File: config.mk
export PLATFORM = sky130hd
export DESIGN_NAME = fifo_sync_lvl
export DESIGN_NICKNAME = d
export VERILOG_FILES = /design/src/rtl/fifo_sync_lvl.sv
export SDC_FILE = /design/constraint.sdc
export NUM_CORES = 1
export LEC_CHECK = 0
export CELL_PAD_IN_SITES_DETAIL_PLACEMENT = 1
export CELL_PAD_IN_SITES_GLOBAL_PLACEMENT = 1
export CORE_ASPECT_RATIO = 0.6
export CORE_MARGIN = 4
export CORE_UTILIZATION = 35
export CTS_CLUSTER_SIZE = 16
export DETAILED_ROUTE_END_ITERATION = 6
export GPL_ROUTABILITY_DRIVEN = 0
export PLACE_DENSITY_LB_ADDON = 0.1
export SYNTH_ARGS = -nofsm -noshare
export SYNTH_HDL_FRONTEND = slang
export SYNTH_SLANG_ARGS = --single-unit
File: constraint.sdc
create_clock -name clk -period 3.55 [get_ports clk]
set_clock_uncertainty 0.15 [all_clocks]
set_input_delay 0.71 -clock clk [delete_from_list [all_inputs] [get_ports clk]]
set_output_delay 0.71 -clock clk [all_outputs]
set_load 0.02 [all_outputs]
File: src/rtl/fifo_sync_lvl.sv
// fifo_sync_lvl: synchronous circular FIFO with occupancy count, programmable
// almost-full/almost-empty levels and sticky overflow/underflow errors.
//
// Optional feature macro: FIFO_FWFT_EN
//   defined   -> first-word fall-through, data_out shows the head word directly
//   undefined -> registered output, data_out updates the cycle after an accepted rd
//
// Ports
//   clk           in   single clock, posedge
//   reset         in   asynchronous, active-high
//   wr, rd        in   write / read requests, level-sampled each clk
//   data_in       in   write data
//   clr_err       in   synchronous clear of overflow/underflow
//   data_out      out  read data
//   empty, full   out  count == 0 / count == DEPTH (registered)
//   almost_empty  out  count <= AE_LEVEL (registered)
//   almost_full   out  count >= AF_LEVEL (registered)
//   count         out  occupancy 0..DEPTH (registered)
//   overflow      out  sticky, a wr was refused
//   underflow     out  sticky, a rd was refused
module fifo_sync_lvl #(
    parameter int unsigned ADR_WIDTH = 4,
    parameter int unsigned DAT_WIDTH = 18,
    parameter int unsigned AF_LEVEL  = 12,
    parameter int unsigned AE_LEVEL  = 2
) (
    input  logic                 clk,
    input  logic                 reset,
    input  logic                 wr,
    input  logic                 rd,
    input  logic [DAT_WIDTH-1:0] data_in,
    input  logic                 clr_err,
    output logic [DAT_WIDTH-1:0] data_out,
    output logic                 empty,
    output logic                 full,
    output logic                 almost_empty,
    output logic                 almost_full,
    output logic [ADR_WIDTH:0]   count,
    output logic                 overflow,
    output logic                 underflow
);

    localparam int unsigned DEPTH = 2 ** ADR_WIDTH;
    localparam int unsigned CW    = ADR_WIDTH + 1;

    localparam logic [CW-1:0] C_DEPTH = CW'(DEPTH);
    localparam logic [CW-1:0] C_AF    = CW'(AF_LEVEL);
    localparam logic [CW-1:0] C_AE    = CW'(AE_LEVEL);

    logic [DAT_WIDTH-1:0] r_mem [DEPTH];
    logic [ADR_WIDTH-1:0] r_wptr;
    logic [ADR_WIDTH-1:0] r_rptr;
    logic [CW-1:0]        r_count;
    logic                 r_empty;
    logic                 r_full;
    logic                 r_almost_empty;
    logic                 r_almost_full;
    logic                 r_overflow;
    logic                 r_underflow;

    logic                 w_rd_ok;
    logic                 w_wr_ok;
    logic [CW-1:0]        w_count_nxt;

    // Acceptance from registered state only; a read frees a slot for a write when full.
    assign w_rd_ok = rd & ~r_empty;
    assign w_wr_ok = wr & (~r_full | w_rd_ok);

    // Next occupancy; simultaneous accepted wr and rd cancel out.
    always_comb begin
        w_count_nxt = r_count;
        if (w_wr_ok && !w_rd_ok) begin
            w_count_nxt = r_count + CW'(1);
        end else if (w_rd_ok && !w_wr_ok) begin
            w_count_nxt = r_count - CW'(1);
        end
    end

    // Pointers, count, flags and sticky errors.
    always_ff @(posedge clk or posedge reset) begin
        if (reset) begin
            r_wptr         <= '0;
            r_rptr         <= '0;
            r_count        <= '0;
            r_empty        <= 1'b1;
            r_full         <= 1'b0;
            r_almost_empty <= 1'b1;
            r_almost_full  <= 1'b0;
            r_overflow     <= 1'b0;
            r_underflow    <= 1'b0;
        end else begin
            if (w_wr_ok) begin
                r_wptr <= r_wptr + ADR_WIDTH'(1);
            end
            if (w_rd_ok) begin
                r_rptr <= r_rptr + ADR_WIDTH'(1);
            end
            r_count        <= w_count_nxt;
            r_empty        <= (w_count_nxt == '0);
            r_full         <= (w_count_nxt == C_DEPTH);
            r_almost_empty <= (w_count_nxt <= C_AE);
            r_almost_full  <= (w_count_nxt >= C_AF);
            // A fresh error in the clearing cycle keeps the flag set.
            r_overflow     <= (r_overflow  & ~clr_err) | (wr & ~w_wr_ok);
            r_underflow    <= (r_underflow & ~clr_err) | (rd & ~w_rd_ok);
        end
    end

    // Storage is not reset. When full with wr&rd, the read of this slot sees the old word.
    always_ff @(posedge clk) begin
        if (w_wr_ok) begin
            r_mem[r_wptr] <= data_in;
        end
    end

`ifdef FIFO_FWFT_EN
    // Head word presented directly; rd only acknowledges and pops it.
    assign data_out = r_mem[r_rptr];
`else
    logic [DAT_WIDTH-1:0] r_dout;

    // Registered read port; holds its value when no read is accepted.
    always_ff @(posedge clk or posedge reset) begin
        if (reset) begin
            r_dout <= '0;
        end else if (w_rd_ok) begin
            r_dout <= r_mem[r_rptr];
        end
    end

    assign data_out = r_dout;
`endif

    assign empty        = r_empty;
    assign full         = r_full;
    assign almost_empty = r_almost_empty;
    assign almost_full  = r_almost_full;
    assign count        = r_count;
    assign overflow     = r_overflow;
    assign underflow    = r_underflow;

endmodule

==> results.tsv, run 1 <==
stage	metric	value	unit
clock_network	path_clk_slew	60	ps
yosys	netlist_instances	659	
critical_path	crit_fanout	39	
power_and_ir_drop	p_per_area	826	nW/um^2
drt	routed_wl	32700	um
clock_network	htree_levels	2	
critical_path	setup.worst_path.end_class	register	
sta	relSlewSlack	42.3	%
critical_path	ff2ff_path_depth	5	
yosys	synth-edff-count	288	
clock_network	clk_path_buf_depth	3	
floorplanning	die_y	155	um
floorplanning	ios	52	
drt	drtIter0Drc	636	
power_and_ir_drop	p_leak	5.03	nW
hold_path	hold_class	reg -> reg	
grt	antenna_found_initial	2	
drt	ant_nets	0	
clock_network	cts_sinks	325	
place	dpl.hpwl	20900	um
critical_path	critPathRequiredTime	3780	ps
cells_and_area	multi_input_area	2850	um^2
yosys	synth_seq_cells	325	
clock_network	cts_buffers	34	
hold_path	min-delay-start	data_out[14]	
cells_and_area	postLayoutCellArea	14900	um^2
floorplanning	die_x	253	um
sta	hold_viol	0	
critical_path	arrival	2910	ps
drt	routed_via_density	5.18	
critical_path	critical_path_class	reg -> reg	
yosys	synth_top_area_share	68.4	%
yosys	synthFlopType	edfxtp_1	
sta	whs	369	ps
grt	grt_usage	17.0	%
floorplanning	placementRows	53	
sta	tightestPinTransition	863	ps
drt	wl_per_cell	26.5	um
drt	num_vias	6389	
outcome	status	finished clean	
clock_network	cts_setup_buffers	0	
sta	tns	0	ps
clock_network	ctsHoldBuffers	0	
yosys	netlist_area	12600	um^2
sta	rsz0062_at_grt	false	
critical_path	reg2reg_to	data_out[2]	
sta	period_share	75.5	%
yosys	synth_nets	689	
yosys	ys_seq_area_share	75.8	%
grt	grt_pass1_vias	6960	
critical_path	reg2reg_slack	870	ps
place	io_buffer_count	51	
drt	firstDrtPassIters	5	
run	maxCapViolCount	0	
yosys	async_reset_ff_share	11.4	%
floorplanning	core_area	35300	um^2
clock_network	ctsResizeCount	0	
yosys	ys_top_cells_by_area	edfxtp_1, mux4_2, dfrtp_1	
cells_and_area	syn2layout_area_growth	18.0	%
grt	grt_overflow	0	
sta	fmax	373	MHz
floorplanning	initial_utilization	35.8	%
sta	setup_viol	0	
yosys	avgSynthCellArea	19.2	um^2
hold_path	worstHoldPathCells	2	
sta	slew_viol_final	0	
yosys	synth_area_leader_cell	edfxtp_1	
cells_and_area	fillCellCount	3344	
clock_network	cts_tree	built	
grt	grt_max_degree	43	
power_and_ir_drop	vdd_drop_max	0.410	mV
critical_path	worstReg2RegStart	r_rptr[0]	
clock_network	worstSkewPairLatency	520	ps
cells_and_area	final-seq-area	9580	um^2
cells_and_area	final_nets	770	
cells_and_area	drive_gt1_share	18.5	%
critical_path	cp-start-kind	register	
floorplanning	die_area	39300	um^2
clock_network	clockRootBuffer	clkbuf_16	
yosys	yosys_warnings	0	
drt	drc	0	
hold_path	min_to	data_out[14]	
place	placed_area	13800	um^2
sta	min_period	2680	ps
yosys	synth.distinct_cells	46	
grt	grt_pass1_wl	48400	um
==> metal layers <==
metal | GRT usage, % | vias up | wire length (um)
met5 | 0 | - | 0
met4 | 3.80 | 0 | 524
met2 | 24.2 | 139 | 13700
met3 | 3.61 | 39 | 2070
met1 | 26.8 | 3403 | 16400
li1 | - | 2808 | -
==> cell type report <==
type,count,area share [%]
Tap cell,467,3.92
Clock buffer,51,6.76
Timing Repair Buffer,80,5.05
Inverter,7,0.176
Multi-Input combinational cell,292,19.1
Sequential cell,325,64.3
Clock inverter,11,0.730
Antenna cell,1,0.0168
==> state kept, by name, summed over array words and instances, names as in the netlist <==
name,flops
r_mem,288
data_out,18
count,5
r_rptr,4
r_wptr,4
almost_empty,1
almost_full,1
empty,1
full,1
overflow,1
underflow,1
==> where the power goes <==
part	switching, mW	total, mW	internal, mW
logic	1.95	3.51	1.56
registers	0.509	5.22	4.71
clock network	1.47	3.59	2.12
==> synth_stat cells, types with 2 or more instances <==
cell type,instances
o22ai_1,36
mux4_2,42
edfxtp_1,288
ha_1,7
nand2b_1,4
nor2b_1,4
mux2i_1,67
nor2_1,18
and3_1,8
clkbuf_1,11
xnor2_1,9
a221oi_1,5
o211ai_1,5
and4_1,4
nand2_1,17
and2_1,4
o21ai_1,6
dfrtp_1,35
buf_4,5
buf_6,4
inv_1,7
nand3_1,4
mux2_2,12
or4_1,2
a31oi_1,2
buf_2,14
dfstp_2,2
o21ai_0,4
nor3_1,16
==> kinds of logic after synthesis <==
group / Yosys count / synth area share, %
and+or+nand+nor: 89 / 3.77
DFF: 325 / 75.8
adders and majority gates: 7 / 0.693
muxes: 121 / 13.9
AOI/OAI and AO/OA: 65 / 3.42
xor gates and xnor gates: 10 / 0.693
buffers and inverters: 42 / 1.77
==> cell usage in the layout, fill, tap and decap left out, types with 7 or more instances in the layout <==
cell type        instances
clkbuf_1                11
edfxtp_1               288
o22ai_1                 36
clkdlybuf4s50_1         51
and3_1                   8
clkbuf_16               37
buf_4                   27
nand2_1                 17
ha_1                     7
nor3_1                  15
mux2_2                  12
mux2i_1                 67
nor2_1                  18
xnor2_1                  9
mux4_2                  42
dfrtp_1                 33
==> stage by stage <==
step                      power [mW]  utilization (%)  setup WS [ps]  instances
final                           12.3             42.3            869       1234
after global placement          8.79             39.1            600       1171
after floorplan                 7.41                -            333        659
after global routing            12.9             42.3            700       1233
after CTS                       12.5             42.3            809       1233
after detailed placement        8.84             39.1            549       1171
==> worst max-delay path by stage <==
stage	endpoint	slack (ps)	from	depth (start not counted)
2_1_floorplan	r_mem[7][0]	330	rd	4
3_3_place_gp	r_mem[7][0]	600	rd	7
3_5_place_dp	r_mem[7][1]	550	rd	7
4_1_cts	data_out[17]	810	r_rptr[0]	5
5_1_grt	data_out[2]	700	r_rptr[0]	5
6_report	data_out[2]	870	r_rptr[0]	5
==> critical path, stage by stage (launching register included) <==
cell     delay (ps)
dfrtp_4         970
buf_4           440
mux2i_1         230
o22ai_1         100
nor3_1          530
nor2_1          110
Power figures use the tool's default switching activity.
==> run 2, diff against run 1 <==
==> constraint.sdc (replaced) <==
create_clock -name clk -period 2.6 [get_ports clk]
set_clock_uncertainty 0.15 [all_clocks]
set_input_delay 0.52 -clock clk [delete_from_list [all_inputs] [get_ports clk]]
set_output_delay 0.52 -clock clk [all_outputs]
set_load 0.02 [all_outputs]
==> results.tsv, run 2 (same netlist as run 1, synthesis figures left out) <==
stage	metric	value	unit
outcome	status	finished clean	
floorplanning	die_area	39300	um^2
place	placed_cells	1208	
grt	grt_pass1_wl	49500	um
cells_and_area	regMostFlops	r_mem	
critical_path	crit_family	buffers and inverters	
drt	drc	0	
sta	rsz0062_at_grt	false	
grt	grt_usage	17.2	%
sta	slew_viol_final	0	
drt	num_vias	6619	
critical_path	crit_fanout	5	
drt	routed_via_density	5.23	
sta	fmax	404	MHz
critical_path	cp-start-kind	register	
critical_path	cp_num_buf_inv	1	
clock_network	clk_path_buf_depth	3	
power_and_ir_drop	p_per_area	1110	nW/um^2
critical_path	arrival	1800	ps
grt	grt.busiest_layer	met1	
place	dpl.hpwl	22500	um
clock_network	cts_tree	built	
power_and_ir_drop	p_leak	5.22	nW
grt	grt_max_degree	28	
hold_path	hold_class	in -> async	
sta	relSlewSlack	44.6	%
grt	use_met1	28.9	%
clock_network	clockRootBuffer	clkbuf_16	
drt	drtIter0Drc	722	
power_and_ir_drop	pwr-share-comb	31.4	%
grt	grt_overflow	0	
floorplanning	core_area	35300	um^2
floorplanning	placementRows	53	
floorplanning	ios	52	
cells_and_area	final_nets	804	
power_and_ir_drop	switching_power	5.46	mW
grt	antenna_found_initial	2	
cells_and_area	stdcell_count	1266	
cells_and_area	drive_gt1_share	22.8	%
sta	tightestPinTransition	828	ps
power_and_ir_drop	pwr-share-seq	41.4	%
clock_network	ctsHoldBuffers	0	
cells_and_area	final_cell_mix	edfxtp_1, mux2i_1, buf_4	
sta	hold_viol	0	
critical_path	max_stage_delay	640	ps
clock_network	cts_sinks	325	
cells_and_area	syn2layout_area_growth	20.8	%
floorplanning	die_y	155	um
sta	period_share	95.1	%
critical_path	critical_path_class	reg -> out	
cells_and_area	n_antenna_cell	0	
critical_path	setup.worst_path.end_class	primary output	
critical_path	critPathRequiredTime	1930	ps
sta	tns	0	ps
grt	use_met2	23.4	%
cells_and_area	largest_reg_flops	288	
power_and_ir_drop	power_frac_clock	27.2	%
sta	setup_viol	0	
power_and_ir_drop	p_int	11.5	mW
clock_network	cts_buffers	31	
cells_and_area	layout_commonest_cell	edfxtp_1	
clock_network	path_clk_slew	70	ps
grt	grt_pass1_vias	7085	
critical_path	critPathSlowestCell	clkdlybuf4s50_1	
cells_and_area	postLayoutCellArea	15300	um^2
power_and_ir_drop	power.share.switching	32.3	%
clock_network	worstSkewPairLatency	580	ps
drt	ant_nets	0	
critical_path	crit_chain	clkdlybuf4s50_1	
drt	firstDrtPassIters	4	
power_and_ir_drop	vdd_drop_max	0.519	mV
drt	wl_per_cell	26.4	um
drt	routed_wl	33500	um
floorplanning	die_x	253	um
place	placed_area	14200	um^2
place	io_buffer_count	51	
clock_network	htree_levels	1	
sta	final.setup.worst_slack	127	ps
critical_path	reg2reg_slack	210	ps
floorplanning	initial_utilization	35.8	%
place	dp_slack	-211	ps
run	maxCapViolCount	0	
sta	min_period	2470	ps
grt	grt_util_met3	3.09	%
==> run 2: changes by cell type in the layout (fill, tap and decap cells not counted), moves of 3 or more <==
| cell | change |
|---|---|
| clkinv_2 | +4 |
| buf_12 | +12 |
| buf_4 | +25 |
| clkbuf_16 | -6 |
| clkbuf_1 | -8 |
| clkinv_4 | +3 |
==> run 2: metrics by stage <==
| stage | hold WS (ps) | total power [mW] | util, % |
|---|---|---|---|
| after global placement | 356 | 12.3 | 40.3 |
| after CTS | 82.3 | 17.1 | 43.3 |
| after detailed placement | 353 | 12.4 | 40.3 |
| final | 108 | 16.9 | 43.3 |
| after floorplan | 308 | 10.1 | - |
| after global routing | 132 | 17.7 | 43.3 |
==> run 2: power groups by stage <==
stage / clock network [mW] / registers [mW] / logic, mW
2_1_floorplan: 0 / 7.01 / 3.11
3_5_place_dp: 0 / 7.12 / 5.33
4_1_cts: 4.72 / 7.01 / 5.36
5_1_grt: 4.99 / 7.08 / 5.68
3_3_place_gp: 0 / 7.09 / 5.24
6_report: 4.60 / 7.01 / 5.31
==> run 2: what timing repair did <==
item,4_1_cts,5_1_grt
buffers inserted,0,0
endpoints found under the setup margin,0,4
endpoints found under the hold margin,0,0
resized for setup,0,1
==> run 2: layout make-up <==
class                           count  area, um^2
Timing Repair Buffer              117        1180
Clock inverter                     23         228
Fill cell                        3368       20000
Multi-Input combinational cell    292        2870
Inverter                            7        26.3
Clock buffer                       35         801
Sequential cell                   325        9580
Tap cell                          467         584
==> run 2: worst paths after layout <==
kind | startpoint | to | depth (start not counted)
max reg2reg | count[0] | almost_empty | 7
min | reset | data_out[16] | 2
max in group asynchronous | reset | data_out[4] | 3
max | empty | empty | 1
min reg2reg | r_rptr[3] | r_rptr[3] | 1
min in group clk | r_rptr[3] | r_rptr[3] | 1
==> run 2: routing by layer <==
| layer | routed length, um | share of wire, % | vias up |
|---|---|---|---|
| met4 | 494 | 1.5 | 0 |
| met2 | 13500 | 40 | 137 |
| met3 | 1630 | 4.9 | 35 |
| li1 | - | - | 2894 |
| met1 | 17800 | 53 | 3553 |
| met5 | 0 | 0 | - |
